[config.mk]
export PLATFORM = sky130hd
export DESIGN_NAME = fighter_pose_sequencer_flat
export DESIGN_NICKNAME = d
export VERILOG_FILES = /design/src/rtl/fighter_pose_sequencer_pkg.sv /design/src/rtl/fighter_pose_sequencer_if.sv /design/src/rtl/fighter_pose_sequencer_sprite_addr_gen.sv /design/src/rtl/fighter_pose_sequencer.sv /design/src/flat_wrapper.sv
export SDC_FILE = /design/constraint.sdc
export NUM_CORES = 1
export LEC_CHECK = 0
export CAP_MARGIN = 20
export CORE_MARGIN = 2
export CORE_UTILIZATION = 50
export CTS_CLUSTER_DIAMETER = 50
export CTS_CLUSTER_SIZE = 12
export DETAILED_ROUTE_END_ITERATION = 6
export PLACE_DENSITY = 0.91
export SLEW_MARGIN = 10
export SYNTH_ARGS = -nofsm -noshare
export SYNTH_HDL_FRONTEND = slang
export SYNTH_SLANG_ARGS = --single-unit
export TNS_END_PERCENT = 50
[constraint.sdc]
create_clock -name clock -period 2.6 [get_ports clock]
set_input_delay 0.26 -clock clock [delete_from_list [all_inputs] [get_ports clock]]
set_output_delay 0.26 -clock clock [all_outputs]
set_load 0.01 [all_outputs]
[src/rtl/fighter_pose_sequencer_pkg.sv]
// Shared types for the fighter pose sequencer.
// Pose encoding matches the colour-mapper ROM mux.
package fighter_pkg;

  localparam int SPR_W = 64;

  typedef enum logic [3:0] {
    STAND       = 4'd0,
    CROUCH      = 4'd1,
    JUMP        = 4'd2,
    KICK        = 4'd3,
    PUNCH       = 4'd4,
    BLOCK       = 4'd5,
    CROUCHPUNCH = 4'd6,
    DEAD        = 4'd7,
    STAND2      = 4'd8,
    MOVE        = 4'd9
  } pose_t;

  function automatic logic is_attack(pose_t p);
    return (p == PUNCH) || (p == KICK) ||
           (p == CROUCHPUNCH);
  endfunction

  function automatic logic is_timed(pose_t p);
    return is_attack(p) || (p == JUMP);
  endfunction

endpackage

[src/rtl/fighter_pose_sequencer_if.sv]
// Command, draw-coordinate and pixel bundle
// between keycode decoder, sequencer and colour mapper.
interface fighter_pose_sequencer_if;
  import fighter_pkg::*;

  logic       frame_tick;
  logic       btn_left;
  logic       btn_right;
  logic       btn_jump;
  logic       btn_crouch;
  logic       btn_punch;
  logic       btn_kick;
  logic       btn_block;
  logic       health_zero;
  logic       facing_left;
  logic [9:0] drawx;
  logic [9:0] drawy;
  logic [9:0] sprite_x;
  logic [9:0] sprite_y;
  logic [11:0] rom_addr;
  pose_t      pose_sel;
  pose_t      pix_pose;
  logic       pix_valid;
  logic       attack_active;
  logic       attack_start;

  modport master (
    output frame_tick, btn_left, btn_right,
    output btn_jump, btn_crouch, btn_punch,
    output btn_kick, btn_block, health_zero,
    output facing_left, drawx, drawy,
    output sprite_x, sprite_y,
    input  rom_addr, pose_sel, pix_pose,
    input  pix_valid, attack_active, attack_start
  );

  modport slave (
    input  frame_tick, btn_left, btn_right,
    input  btn_jump, btn_crouch, btn_punch,
    input  btn_kick, btn_block, health_zero,
    input  facing_left, drawx, drawy,
    input  sprite_x, sprite_y,
    output rom_addr, pose_sel, pix_pose,
    output pix_valid, attack_active, attack_start
  );

endinterface

[src/rtl/fighter_pose_sequencer_sprite_addr_gen.sv]
// Sprite ROM address generator with horizontal flip.
// Two register stages line pixel flags up with ROM q.
module sprite_addr_gen
  import fighter_pkg::*;
(
  input  logic        clock,
  input  logic        reset,
  input  logic [9:0]  drawx,
  input  logic [9:0]  drawy,
  input  logic [9:0]  sprite_x,
  input  logic [9:0]  sprite_y,
  input  logic        facing_left,
  input  pose_t       pose,
  output logic [11:0] rom_addr,
  output pose_t       pix_pose,
  output logic        pix_valid
);

  logic [9:0] dx;
  logic [9:0] dy;
  logic [5:0] xf;
  logic       inbox;
  logic       inbox_d;
  pose_t      pose_d;

  assign dx    = drawx - sprite_x;
  assign dy    = drawy - sprite_y;
  assign inbox = (dx[9:6] == 4'd0) &&
                 (dy[9:6] == 4'd0);
  assign xf    = facing_left ? ~dx[5:0] : dx[5:0];

  // Stage 1: address the ROM, remember box hit and pose
  always_ff @(posedge clock or posedge reset) begin
    if (reset) begin
      rom_addr <= '0;
      inbox_d  <= 1'b0;
      pose_d   <= STAND;
    end else begin
      rom_addr <= inbox ? {dy[5:0], xf} : 12'd0;
      inbox_d  <= inbox;
      pose_d   <= pose;
    end
  end

  // Stage 2: flags aligned with the ROM read data
  always_ff @(posedge clock or posedge reset) begin
    if (reset) begin
      pix_valid <= 1'b0;
      pix_pose  <= STAND;
    end else begin
      pix_valid <= inbox_d;
      pix_pose  <= pose_d;
    end
  end

endmodule

[src/rtl/fighter_pose_sequencer.sv]
// Per-fighter pose state machine advancing on frame ticks,
// plus the shared pose ROM address path.
module fighter_pose_sequencer
  import fighter_pkg::*;
#(
  parameter int IDLE_FRAMES  = 20,
  parameter int PUNCH_FRAMES = 12,
  parameter int KICK_FRAMES  = 16,
  parameter int JUMP_FRAMES  = 30
) (
  input logic clock,
  input logic reset,
  fighter_pose_sequencer_if.slave bus
);

  pose_t      state;
  pose_t      nxt;
  logic [4:0] tmr;
  logic [4:0] nxt_tmr;
  logic [4:0] idle;
  logic [4:0] nxt_idle;
  logic       idle_st;
  logic       mv;

  assign idle_st = (state == STAND) ||
                   (state == STAND2);
  assign mv      = bus.btn_left ^ bus.btn_right;

  // Next pose on a frame tick, in priority order
  always_comb begin
    nxt      = state;
    nxt_tmr  = tmr;
    nxt_idle = 5'd0;
    if (state == DEAD) begin
      nxt = DEAD;
    end else if (bus.health_zero) begin
      nxt = DEAD;
    end else if (is_timed(state)) begin
      if (tmr == 5'd1) begin
        nxt = (state == CROUCHPUNCH && bus.btn_crouch)
              ? CROUCH : STAND;
      end else begin
        nxt_tmr = tmr - 5'd1;
      end
    end else if (bus.btn_block) begin
      nxt = BLOCK;
    end else if (bus.btn_jump) begin
      nxt     = JUMP;
      nxt_tmr = 5'(JUMP_FRAMES);
    end else if (bus.btn_punch && bus.btn_crouch) begin
      nxt     = CROUCHPUNCH;
      nxt_tmr = 5'(PUNCH_FRAMES);
    end else if (bus.btn_punch) begin
      nxt     = PUNCH;
      nxt_tmr = 5'(PUNCH_FRAMES);
    end else if (bus.btn_kick) begin
      nxt     = KICK;
      nxt_tmr = 5'(KICK_FRAMES);
    end else if (bus.btn_crouch) begin
      nxt = CROUCH;
    end else if (mv) begin
      nxt = MOVE;
    end else if (idle_st) begin
      if (idle == 5'(IDLE_FRAMES - 1)) begin
        nxt = (state == STAND) ? STAND2 : STAND;
      end else begin
        nxt      = state;
        nxt_idle = idle + 5'd1;
      end
    end else begin
      nxt = STAND;
    end
  end

  // Pose register and attack flags, updated once per frame
  always_ff @(posedge clock or posedge reset) begin
    if (reset) begin
      state             <= STAND;
      tmr               <= '0;
      idle              <= '0;
      bus.attack_active <= 1'b0;
      bus.attack_start  <= 1'b0;
    end else if (bus.frame_tick) begin
      state             <= nxt;
      tmr               <= nxt_tmr;
      idle              <= nxt_idle;
      bus.attack_active <= is_attack(nxt);
      bus.attack_start  <= is_attack(nxt) &&
                           (nxt != state);
    end else begin
      bus.attack_start  <= 1'b0;
    end
  end

  assign bus.pose_sel = state;

  sprite_addr_gen u_addr (
    .clock       (clock),
    .reset       (reset),
    .drawx       (bus.drawx),
    .drawy       (bus.drawy),
    .sprite_x    (bus.sprite_x),
    .sprite_y    (bus.sprite_y),
    .facing_left (bus.facing_left),
    .pose        (state),
    .rom_addr    (bus.rom_addr),
    .pix_pose    (bus.pix_pose),
    .pix_valid   (bus.pix_valid)
  );

endmodule

[src/flat_wrapper.sv]
// flat-port wrapper written by rule: the top's interface ports become plain ports
module fighter_pose_sequencer_flat import fighter_pkg::*;
#(
  parameter int IDLE_FRAMES  = 20,
  parameter int PUNCH_FRAMES = 12,
  parameter int KICK_FRAMES  = 16,
  parameter int JUMP_FRAMES  = 30
)
  (clock, reset, bus_frame_tick, bus_btn_left, bus_btn_right, bus_btn_jump, bus_btn_crouch, bus_btn_punch, bus_btn_kick, bus_btn_block, bus_health_zero, bus_facing_left, bus_drawx, bus_drawy, bus_sprite_x, bus_sprite_y, bus_rom_addr, bus_pose_sel, bus_pix_pose, bus_pix_valid, bus_attack_active, bus_attack_start);
  fighter_pose_sequencer_if bus_i ();
  input logic clock;
  input logic reset;
  input wire logic [$bits(bus_i.frame_tick)-1:0] bus_frame_tick;
  input wire logic [$bits(bus_i.btn_left)-1:0] bus_btn_left;
  input wire logic [$bits(bus_i.btn_right)-1:0] bus_btn_right;
  input wire logic [$bits(bus_i.btn_jump)-1:0] bus_btn_jump;
  input wire logic [$bits(bus_i.btn_crouch)-1:0] bus_btn_crouch;
  input wire logic [$bits(bus_i.btn_punch)-1:0] bus_btn_punch;
  input wire logic [$bits(bus_i.btn_kick)-1:0] bus_btn_kick;
  input wire logic [$bits(bus_i.btn_block)-1:0] bus_btn_block;
  input wire logic [$bits(bus_i.health_zero)-1:0] bus_health_zero;
  input wire logic [$bits(bus_i.facing_left)-1:0] bus_facing_left;
  input wire logic [$bits(bus_i.drawx)-1:0] bus_drawx;
  input wire logic [$bits(bus_i.drawy)-1:0] bus_drawy;
  input wire logic [$bits(bus_i.sprite_x)-1:0] bus_sprite_x;
  input wire logic [$bits(bus_i.sprite_y)-1:0] bus_sprite_y;
  output wire logic [$bits(bus_i.rom_addr)-1:0] bus_rom_addr;
  output wire logic [$bits(bus_i.pose_sel)-1:0] bus_pose_sel;
  output wire logic [$bits(bus_i.pix_pose)-1:0] bus_pix_pose;
  output wire logic [$bits(bus_i.pix_valid)-1:0] bus_pix_valid;
  output wire logic [$bits(bus_i.attack_active)-1:0] bus_attack_active;
  output wire logic [$bits(bus_i.attack_start)-1:0] bus_attack_start;
  assign bus_i.frame_tick = bus_frame_tick;
  assign bus_i.btn_left = bus_btn_left;
  assign bus_i.btn_right = bus_btn_right;
  assign bus_i.btn_jump = bus_btn_jump;
  assign bus_i.btn_crouch = bus_btn_crouch;
  assign bus_i.btn_punch = bus_btn_punch;
  assign bus_i.btn_kick = bus_btn_kick;
  assign bus_i.btn_block = bus_btn_block;
  assign bus_i.health_zero = bus_health_zero;
  assign bus_i.facing_left = bus_facing_left;
  assign bus_i.drawx = bus_drawx;
  assign bus_i.drawy = bus_drawy;
  assign bus_i.sprite_x = bus_sprite_x;
  assign bus_i.sprite_y = bus_sprite_y;
  assign bus_rom_addr = bus_i.rom_addr;
  assign bus_pose_sel = bus_i.pose_sel;
  assign bus_pix_pose = bus_i.pix_pose;
  assign bus_pix_valid = bus_i.pix_valid;
  assign bus_attack_active = bus_i.attack_active;
  assign bus_attack_start = bus_i.attack_start;
  fighter_pose_sequencer #(.IDLE_FRAMES(IDLE_FRAMES), .PUNCH_FRAMES(PUNCH_FRAMES), .KICK_FRAMES(KICK_FRAMES), .JUMP_FRAMES(JUMP_FRAMES)) u_core (.clock(clock), .reset(reset), .bus(bus_i));
endmodule
==> flow_summary_export.csv, run 1 <==
group,metric,value,unit
route,avgViaCountPerCell,5.74,
placement,finalWeightedCongestion,0.948,
sta,slew_violations,0,
sta,tightest_slew,640,ps
grt,grt_pass1_vias,2725,
grt,grt_antenna_before_repair,0,
sta,fmax,401,MHz
layout,fin_nets,479,
floorplan,die_w,80.0,um
min_path,hold_path_class,"input port to register",
floorplan,core_area,5540,um^2
floorplan,start_util,0.521,
pwr,power_frac_clock,0.277,
critical_path,start_kind,"input port",
logic_synthesis,yosysWarnings,0,
clocking,h-tree-depth,2,
sta,fin_skew,4.11,ps
sta,rsz0062_at_grt,"no",
layout,antennaDiodeCount,0,
logic_synthesis,syn-mean-instance-area,9.38,um^2
layout,finalNonFillerCells,477,
logic_synthesis,synth_top_area_frac,0.329,
logic_synthesis,synth.distinct_cells,75,
clocking,clk_pin_slew,80,ps
sta,fin_crit_sh,0.958,
critical_path,crit_fanout,7,
critical_path,crit_type,"input port to register",
clocking,clock_latency,300,ps
layout,postLayoutCoreUtil,0.738,
sta,timing.final.crit_period,2490,ps
run,maxCapViolations,0,
grt,grt_pass1_wl,12300,um
logic_synthesis,syn-num-nets,383,
route,first_pass_iters,4,
clocking,cts_tree,"built",
logic_synthesis,synth-edff-count,0,
logic_synthesis,synthArstFlopShare,1.00,
layout,final_common_cell,"clkdlybuf4s50_1",
clocking,cts.sinks,38,
layout,layout_common_cells,"clkdlybuf4s50_1, dfrtp_1, inv_1, buf_4, ha_1",
pwr,total_power,2.17,mW
sta,slew_headroom,0.572,
critical_path,crit_arrival,2700,ps
floorplan,fp-row-count,27,
route,wirelength,7710,um
layout,final_layout_size_suffix_gt1_frac,0.190,
sta,final-setup-viol-count,0,
sta,finalHoldViolations,0,
logic_synthesis,synth_flop_cell,"dfrtp_1",
clocking,cts_buffer_depth,2,
logic_synthesis,syn_area,2890,um^2
logic_synthesis,synth_top_cell_by_area,"dfrtp_1",
route,drc,0,
placement,dp_hpwl,5600,um
placement,placed_cells,468,
placement,preCtsSetupSlack,-405,ps
clocking,cts_root_buf,"clkbuf_8",
critical_path,end_kind,"register",
pwr,leakagePower,1.84,nW
layout,area.growth.synth_to_final,41.6,%
grt,grt_max_degree,39,
route,vias,2737,
clocking,cts_made_buffers,5,
pwr,p_sw,0.716,mW
placement,port_buffers,74,
status,outcome,"finished clean",
floorplan,boundaryPins,75,
sta,worst_slack,108,ps
grt,grt_use_total,0.246,
critical_path,required,2810,ps
pwr,power_frac_comb,0.389,
logic_synthesis,synth_area_leaders,"dfrtp_1, ha_1, xnor2_1",
route,initialDrtViolationCount,206,
route,wire_per_inst,16.2,um
floorplan,die_area,6400,um^2
floorplan,fp.dieH,80.0,um
logic_synthesis,syn_inst,308,
logic_synthesis,seq_area_frac_synth,0.329,
logic_synthesis,yosys_register_bits,38,
pwr,power.density,530,nW/um^2
sta,fin_tns_setup,0,ps
pwr,p_int,1.45,mW
pwr,swShare,0.331,
route,ant_nets,0,
grt,grt_overflow,0,
pwr,power_frac_seq,0.335,
pwr,peakVddDrop,0.312,mV
-- worst max-delay path, stage by stage --
cell and delay, ps:
clkdlybuf4s50_1 470, inv_1 50, ha_1 330, nand3_1 110, a2bb2oi_2 160, buf_4 140, a311o_1 350, nor4_2 250
o2111ai_2 200, buf_6 200, nor3_1 180
-- per-stage QoR --
| step | hold WS, ps | instance area (um^2) |
|---|---|---|
| final | 313 | 4090 |
| after detailed placement | 346 | 3830 |
| after global placement | 331 | 3830 |
| after CTS | 362 | 3970 |
| after floorplan | 331 | 2890 |
| after global routing | 307 | 4090 |
-- Yosys cell counts (all sizes together), types with 3 or more instances --
| cell type | instances |
|---|---|
| nand4 | 3 |
| a31oi | 4 |
| nor2b | 6 |
| a21oi | 16 |
| nor2 | 19 |
| o211ai | 4 |
| nand3 | 6 |
| o21ai | 18 |
| nand2b | 8 |
| a21boi | 3 |
| o2111ai | 4 |
| buf | 7 |
| nand2 | 14 |
| inv | 33 |
| mux2i | 4 |
| dfrtp | 38 |
| or2 | 3 |
| a21o | 9 |
| nor3 | 19 |
| a211oi | 4 |
| clkbuf | 3 |
| xnor2 | 15 |
| ha | 21 |
| xor2 | 3 |
-- cell type report --
cell class / instances / area, um^2
multi-input combinational: 227 / 1830
fill: 367 / 1450
timing repair buffer: 99 / 958
sequential: 38 / 951
inverter: 33 / 124
tap: 72 / 90.1
clock buffer: 5 / 68.8
clock inverter: 3 / 68.8
-- power groups by stage --
stage,Sequential (mW),Clock (mW),Combinational (mW)
after global placement,0.727,0,0.746
final,0.725,0.599,0.842
after floorplan,0.730,0,0.506
after CTS,0.724,0.608,0.794
after global routing,0.736,0.638,0.919
after detailed placement,0.734,0,0.775
-- per-layer routing --
metal | up-vias | routed length (um) | GRT usage | share of wire
li1 | 1312 | - | - | -
met1 | 1303 | 3020 | 0.277 | 0.39
met2 | 96 | 4100 | 0.448 | 0.53
met3 | 26 | 340 | 0.0464 | 0.044
met4 | 0 | 242 | 0.108 | 0.031
met5 | - | 0 | 0 | 0
-- kinds of logic after synthesis --
family	after synthesis	synth area share
compound gates	90	0.230
simple gates	90	0.190
buf+inv	43	0.0680
flops	38	0.329
fa+ha+maj	23	0.105
xor+xnor	18	0.0546
mux	6	0.0230
-- final timing paths --
check	slack, ps	to	depth (start not counted)	startpoint
min reg2reg	360	u_core.u_addr.pix_pose[3]$_DFF_PP0_	0	u_core.u_addr.pose_d[3]$_DFF_PP0_
max	110	u_core.u_addr.rom_addr[0]$_DFF_PP0_	11	bus_sprite_x[4]
min in group asynchronous	370	u_core.u_addr.rom_addr[0]$_DFF_PP0_	3	reset
max in group asynchronous	1900	u_core.tmr[4]$_DFFE_PP0P_	3	reset
min	310	u_core.u_addr.rom_addr[6]$_DFF_PP0_	3	bus_sprite_y[0]
max reg2reg	430	u_core.bus.attack_start$_DFF_PP0_	8	u_core.tmr[1]$_DFFE_PP0P_
-- sequential cells by signal, indices dropped and copies added, names as in the netlist --
signal,cells
u_core.u_addr.rom_addr,12
u_core.bus.attack_active,1
u_core.idle,5
u_core.tmr,5
u_core.u_addr.inbox_d,1
u_core.bus.pose_sel,4
u_core.bus.attack_start,1
u_core.u_addr.pix_valid,1
u_core.u_addr.pix_pose,4
u_core.u_addr.pose_d,4
-- timing repair --
action | CTS | global route
pin swaps | 0 | 10
gates resized for setup | 1 | 24
hold buffers | 0 | 0
setup endpoints to repair | 13 | 13
buffers inserted | 0 | 1
(Power assumes the default switching activity.)
==> run 2: changes to the inputs <==
--- a/config.mk
+++ b/config.mk
@@ -6,7 +6,7 @@
 export NUM_CORES = 1
 export LEC_CHECK = 0
 export CAP_MARGIN = 20
-export CORE_MARGIN = 2
+export CORE_MARGIN = 4
 export CORE_UTILIZATION = 50
 export CTS_CLUSTER_DIAMETER = 50
 export CTS_CLUSTER_SIZE = 12
==> run 2 against run 1 <==
Net effect:
- global-route usage shrank 3.5 points
- core utilization down 0.84 points
- via count increased by 3.3%
- combinational power fell by 2.6%
- first-iteration DRC count is 3.4% higher
- worst setup slack worse by 57 ps
- critical endpoint is now u_core.u_addr.rom_addr[8]$_DFF_PP0_
- largest cell class unchanged
==> flow_summary_export.csv, run 2 (synthesized netlist as in run 1, its figures left out) <==
group,metric,value,unit
layout,final_layout_size_suffix_gt1_frac,0.191,
sta,slew_headroom,0.558,
placement,placed_area,3860,um^2
clocking,cts_buffer_depth,2,
sta,timing.final.crit_period,2550,ps
grt,grt_overflow,0,
critical_path,required,2800,ps
route,first_pass_iters,5,
layout,final_common_cell,"clkdlybuf4s50_1",
critical_path,end_kind,"register",
route,avgViaCountPerCell,5.88,
pwr,power.density,504,nW/um^2
critical_path,start_kind,"input port",
sta,fin_skew,3.65,ps
route,vias,2826,
critical_path,cp_cell_sequence,"clkdlybuf4s50_1 > inv_1 > ha_2 > inv_2 > fa_2 > a21oi_2 > a2bb2oi_2 > buf_4 > a311o_1 > nor4_2 > o2111ai_2 > buf_6 > nor3_2",
layout,fin_nets,483,
layout,largest_register_ffs,12,
grt,grt_max_degree,39,
grt,grt_use_total,0.212,
layout,postLayoutCoreUtil,0.730,
sta,fin_tns_setup,0,ps
clocking,cts_root_buf,"clkbuf_8",
sta,tightest_slew,660,ps
sta,finalHoldViolations,0,
layout,layout_common_cells,"clkdlybuf4s50_1, dfrtp_1, inv_1, buf_4, ha_1",
sta,fmax,392,MHz
clocking,clk_pin_slew,70,ps
clocking,cts_tree,"built",
pwr,total_power,2.04,mW
critical_path,slowest_delay,480,ps
clocking,clock_latency,290,ps
placement,placed_cells,472,
clocking,cts.sinks,38,
critical_path,crit_family,"buffers and inverters",
floorplan,start_util,0.521,
route,ant_nets,0,
layout,area.growth.synth_to_final,40.0,%
floorplan,die_area,7060,um^2
grt,grt_pass1_vias,2818,
sta,slew_violations,0,
pwr,leakagePower,1.81,nW
pwr,peakVddDrop,0.322,mV
route,wirelength,7640,um
layout,finalNonFillerCells,481,
grt,grt_antenna_before_repair,0,
route,wire_per_inst,15.9,um
placement,finalWeightedCongestion,0.871,
floorplan,fp.dieH,84.0,um
critical_path,crit_arrival,2750,ps
sta,final-setup-viol-count,0,
clocking,h-tree-depth,2,
floorplan,boundaryPins,75,
layout,largest-register,"u_core.u_addr.rom_addr",
critical_path,crit_type,"input port to register",
run,maxCapViolations,0,
layout,n_fill_cell,383,
floorplan,die_w,84.0,um
sta,fin_hold_ws,352,ps
placement,dp_hpwl,5780,um
floorplan,fp-row-count,27,
route,drc,0,
grt,grt_pass1_wl,12600,um
placement,port_buffers,74,
status,outcome,"finished clean",
route,initialDrtViolationCount,213,
sta,fin_crit_sh,0.980,
floorplan,core_area,5540,um^2
placement,preCtsSetupSlack,-383,ps
layout,top_regs,"u_core.u_addr.rom_addr (12), u_core.idle (5), u_core.tmr (5)",
sta,worst_slack,51.3,ps
min_path,hold_path_class,"input port to register",
critical_path,crit_fanout,6,
critical_path,cp_num_buf_inv,5,
layout,design_area,4040,um^2
layout,antennaDiodeCount,0,
critical_path,cpMaxStageDelayCell,"clkdlybuf4s50_1",
clocking,cts_made_buffers,5,
[run 2: cell count changes in the layout (fill, tap and decap cells not counted), sizes merged]
cell	delta
dlymetal6s2s	-2
bufinv	-1
buf	+4
clkinv	-1
clkinvlp	+2
clkdlybuf4s50	+2
[run 2: power by group]
part           internal (mW)  switching [mW]
registers              0.661          0.0647
logic                  0.394           0.426
clock network          0.285           0.208
[run 2: per-layer routing]
layer / up-vias / GRT usage / routed length, um
met4: 0 / 0.0877 / 305
li1: 1325 / - / -
met3: 31 / 0.0346 / 389
met1: 1330 / 0.246 / 3010
met5: - / 0 / 0
met2: 140 / 0.383 / 3930
[run 2: layout make-up]
class	count	area [um^2]	area share
Clock buffer	5	68.8	0.0170
Clock inverter	3	45.0	0.0111
Timing Repair Buffer	103	971	0.240
Inverter	33	124	0.0306
Tap cell	72	90.1	0.0223
Multi-Input combinational cell	227	1790	0.444
Sequential cell	38	951	0.235
[run 2: worst min-delay path: cells and delay by family]
kind	cells	cell delay, ps
fa+ha+maj	1	170
buf+inv	1	130
simple gates	1	40
[run 2: worst paths after layout]
path	start	slack, ps	end	cells after the start
max in group asynchronous	reset	1890	u_core.u_addr.rom_addr[10]$_DFF_PP0_	3
worst max register to register	u_core.tmr[1]$_DFFE_PP0P_	310	u_core.bus.attack_start$_DFF_PP0_	8
min in group asynchronous	reset	380	u_core.u_addr.pix_valid$_DFF_PP0_	3
worst min-delay path	bus_sprite_y[0]	350	u_core.u_addr.rom_addr[6]$_DFF_PP0_	3
worst max-delay path	bus_drawx[0]	50	u_core.u_addr.rom_addr[8]$_DFF_PP0_	13
worst min register to register	u_core.u_addr.pose_d[3]$_DFF_PP0_	350	u_core.u_addr.pix_pose[3]$_DFF_PP0_	0
[run 2: timing repair]
item	4_1_cts	5_1_grt
hold buffers	0	0
resized for setup	1	17
buffers inserted	0	1
endpoints found under the setup margin	13	13
pin swaps	0	5
==> run 3: changes to the inputs <==
--- a/config.mk
+++ b/config.mk
@@ -6,12 +6,12 @@
 export NUM_CORES = 1
 export LEC_CHECK = 0
 export CAP_MARGIN = 20
-export CORE_MARGIN = 4
-export CORE_UTILIZATION = 50
+export CORE_MARGIN = 5
+export CORE_UTILIZATION = 30
 export CTS_CLUSTER_DIAMETER = 50
 export CTS_CLUSTER_SIZE = 12
 export DETAILED_ROUTE_END_ITERATION = 6
-export PLACE_DENSITY = 0.91
+export PLACE_DENSITY = 0.63
 export SLEW_MARGIN = 10
 export SYNTH_ARGS = -nofsm -noshare
 export SYNTH_HDL_FRONTEND = slang
==> run 3 against run 2 <==
Net effect:
- clock power is 12% lower
- die area is 66% higher
- largest cell class unchanged
- sequential share of layout area is 0.76 points lower
- critical endpoint is now u_core.u_addr.rom_addr[1]$_DFF_PP0_
- critical path depth is 2 lower
- largest power group unchanged
- highest routed layer unchanged
==> flow_summary_export.csv, run 3 (synthesized netlist as in run 1, its figures left out) <==
group,metric,value,unit
status,outcome,"finished clean",
floorplan,fp-row-count,35,
critical_path,crit_arrival,2660,ps
layout,postLayoutCoreUtil,0.448,
sta,timing.final.crit_period,2440,ps
clocking,clock_latency,300,ps
sta,worst_slack,156,ps
grt,grt_overflow,0,
layout,finalNonFillerCells,543,
sta,final-setup-viol-count,0,
placement,placed_cells,533,
pwr,total_power,1.99,mW
layout,area.growth.synth_to_final,44.7,%
placement,preCtsSetupSlack,-263,ps
sta,fin_tns_setup,0,ps
clocking,cts.sinks,38,
sta,fin_crit_sh,0.940,
floorplan,start_util,0.310,
clocking,cts_made_buffers,5,
clocking,ctsHoldBuffers,0,
layout,largest-register,"u_core.u_addr.rom_addr",
grt,grt_max_degree,39,
route,initialDrtViolationCount,63,
route,ant_nets,0,
layout,top_regs,"u_core.u_addr.rom_addr (12), u_core.idle (5), u_core.tmr (5)",
critical_path,crit_family,"compound AO/OA/AOI/OAI gates",
placement,finalWeightedCongestion,0.807,
critical_path,required,2820,ps
grt,grt_pass1_vias,2594,
critical_path,cp_num_buf_inv,3,
layout,final_common_cell,"clkdlybuf4s50_1",
sta,fin_hold_ws,302,ps
sta,fin_skew,9.40,ps
pwr,leakagePower,1.87,nW
clocking,cts_tree,"built",
clocking,cts_buffer_depth,2,
sta,fmax,409,MHz
sta,tightest_slew,618,ps
layout,fin_nets,488,
route,vias,2654,
floorplan,die_area,11700,um^2
sta,slew_headroom,0.586,
route,avgViaCountPerCell,4.89,
min_path,hold_path_class,"input port to register",
route,wire_per_inst,13.2,um
grt,grt_antenna_before_repair,0,
placement,placed_area,3960,um^2
clocking,cts_root_buf,"clkbuf_8",
pwr,peakVddDrop,0.240,mV
placement,dp_hpwl,5760,um
layout,antennaDiodeCount,0,
placement,port_buffers,74,
grt,grt_use_total,0.122,
layout,final_layout_size_suffix_gt1_frac,0.200,
layout,design_area,4180,um^2
layout,largest_register_ffs,12,
layout,layout_common_cells,"clkdlybuf4s50_1, dfrtp_1, inv_1, buf_4, ha_1",
route,wirelength,7160,um
critical_path,cpMaxStageDelayCell,"clkdlybuf4s50_1",
grt,grt_pass1_wl,11800,um
critical_path,cp_cell_sequence,"clkdlybuf4s50_1 > ha_2 > inv_2 > fa_2 > a21oi_4 > a2bb2oi_2 > a21oi_1 > a211oi_1 > nor2_4 > buf_12 > nor3_4",
critical_path,crit_type,"input port to register",
floorplan,core_area,9330,um^2
clocking,clk_pin_slew,70,ps
critical_path,slowest_delay,460,ps
pwr,power.density,476,nW/um^2
run,maxCapViolations,0,
route,first_pass_iters,4,
critical_path,start_kind,"input port",
sta,slew_violations,0,
floorplan,boundaryPins,75,
critical_path,end_kind,"register",
floorplan,die_w,108,um
sta,finalHoldViolations,0,
floorplan,fp.dieH,108,um
route,drc,0,
critical_path,crit_fanout,13,
clocking,h-tree-depth,2,
[run 3: final timing paths]
path	start	depth (start not counted)	slack, ps	endpoint
min reg2reg	u_core.u_addr.pose_d[2]$_DFF_PP0_	0	350	u_core.u_addr.pix_pose[2]$_DFF_PP0_
max reg2reg	u_core.bus.pose_sel[2]$_DFFE_PP0P_	6	370	u_core.idle[3]$_DFFE_PP0P_
max	bus_sprite_x[0]	11	160	u_core.u_addr.rom_addr[1]$_DFF_PP0_
min in group asynchronous	reset	3	380	u_core.tmr[4]$_DFFE_PP0P_
min	bus_sprite_y[0]	3	300	u_core.u_addr.rom_addr[6]$_DFF_PP0_
max in group asynchronous	reset	3	1890	u_core.u_addr.rom_addr[10]$_DFF_PP0_
[run 3: where the power goes]
group          total [mW]  internal [mW]  switching (mW)
Combinational       0.827          0.413           0.414
Clock               0.433          0.213           0.220
Sequential          0.730          0.660          0.0693
[run 3: what timing repair did]
item | in CTS | in global routing
gates resized for setup | 0 | 23
buffers inserted | 0 | 3
setup endpoints to repair | 0 | 13
endpoints found under the hold margin | 0 | 0
[run 3: area by class of cell]
cell class                 instances  area, um^2
tap                              129         161
clock buffer                       6        82.6
sequential                        38         951
fill                             897        5150
timing repair buffer             108        1020
inverter                          33         124
clock inverter                     2        12.5
multi-input combinational        227        1830
[run 3: metal layers]
layer  part of all wire  track usage  up-vias
met3              0.056       0.0251        8
met1               0.43        0.152     1246
met2               0.50        0.217       72
met4              0.011       0.0298        0
met5                  0            0        -
li1                   -            -     1328
[run 3: worst register-to-register path, cell delays in order, from the launching register on]
cell	delay (ps)
dfrtp_1	600
a21o_1	270
or2_1	300
and4_1	300
nand4_2	200
or3_1	410
o221ai_1	80
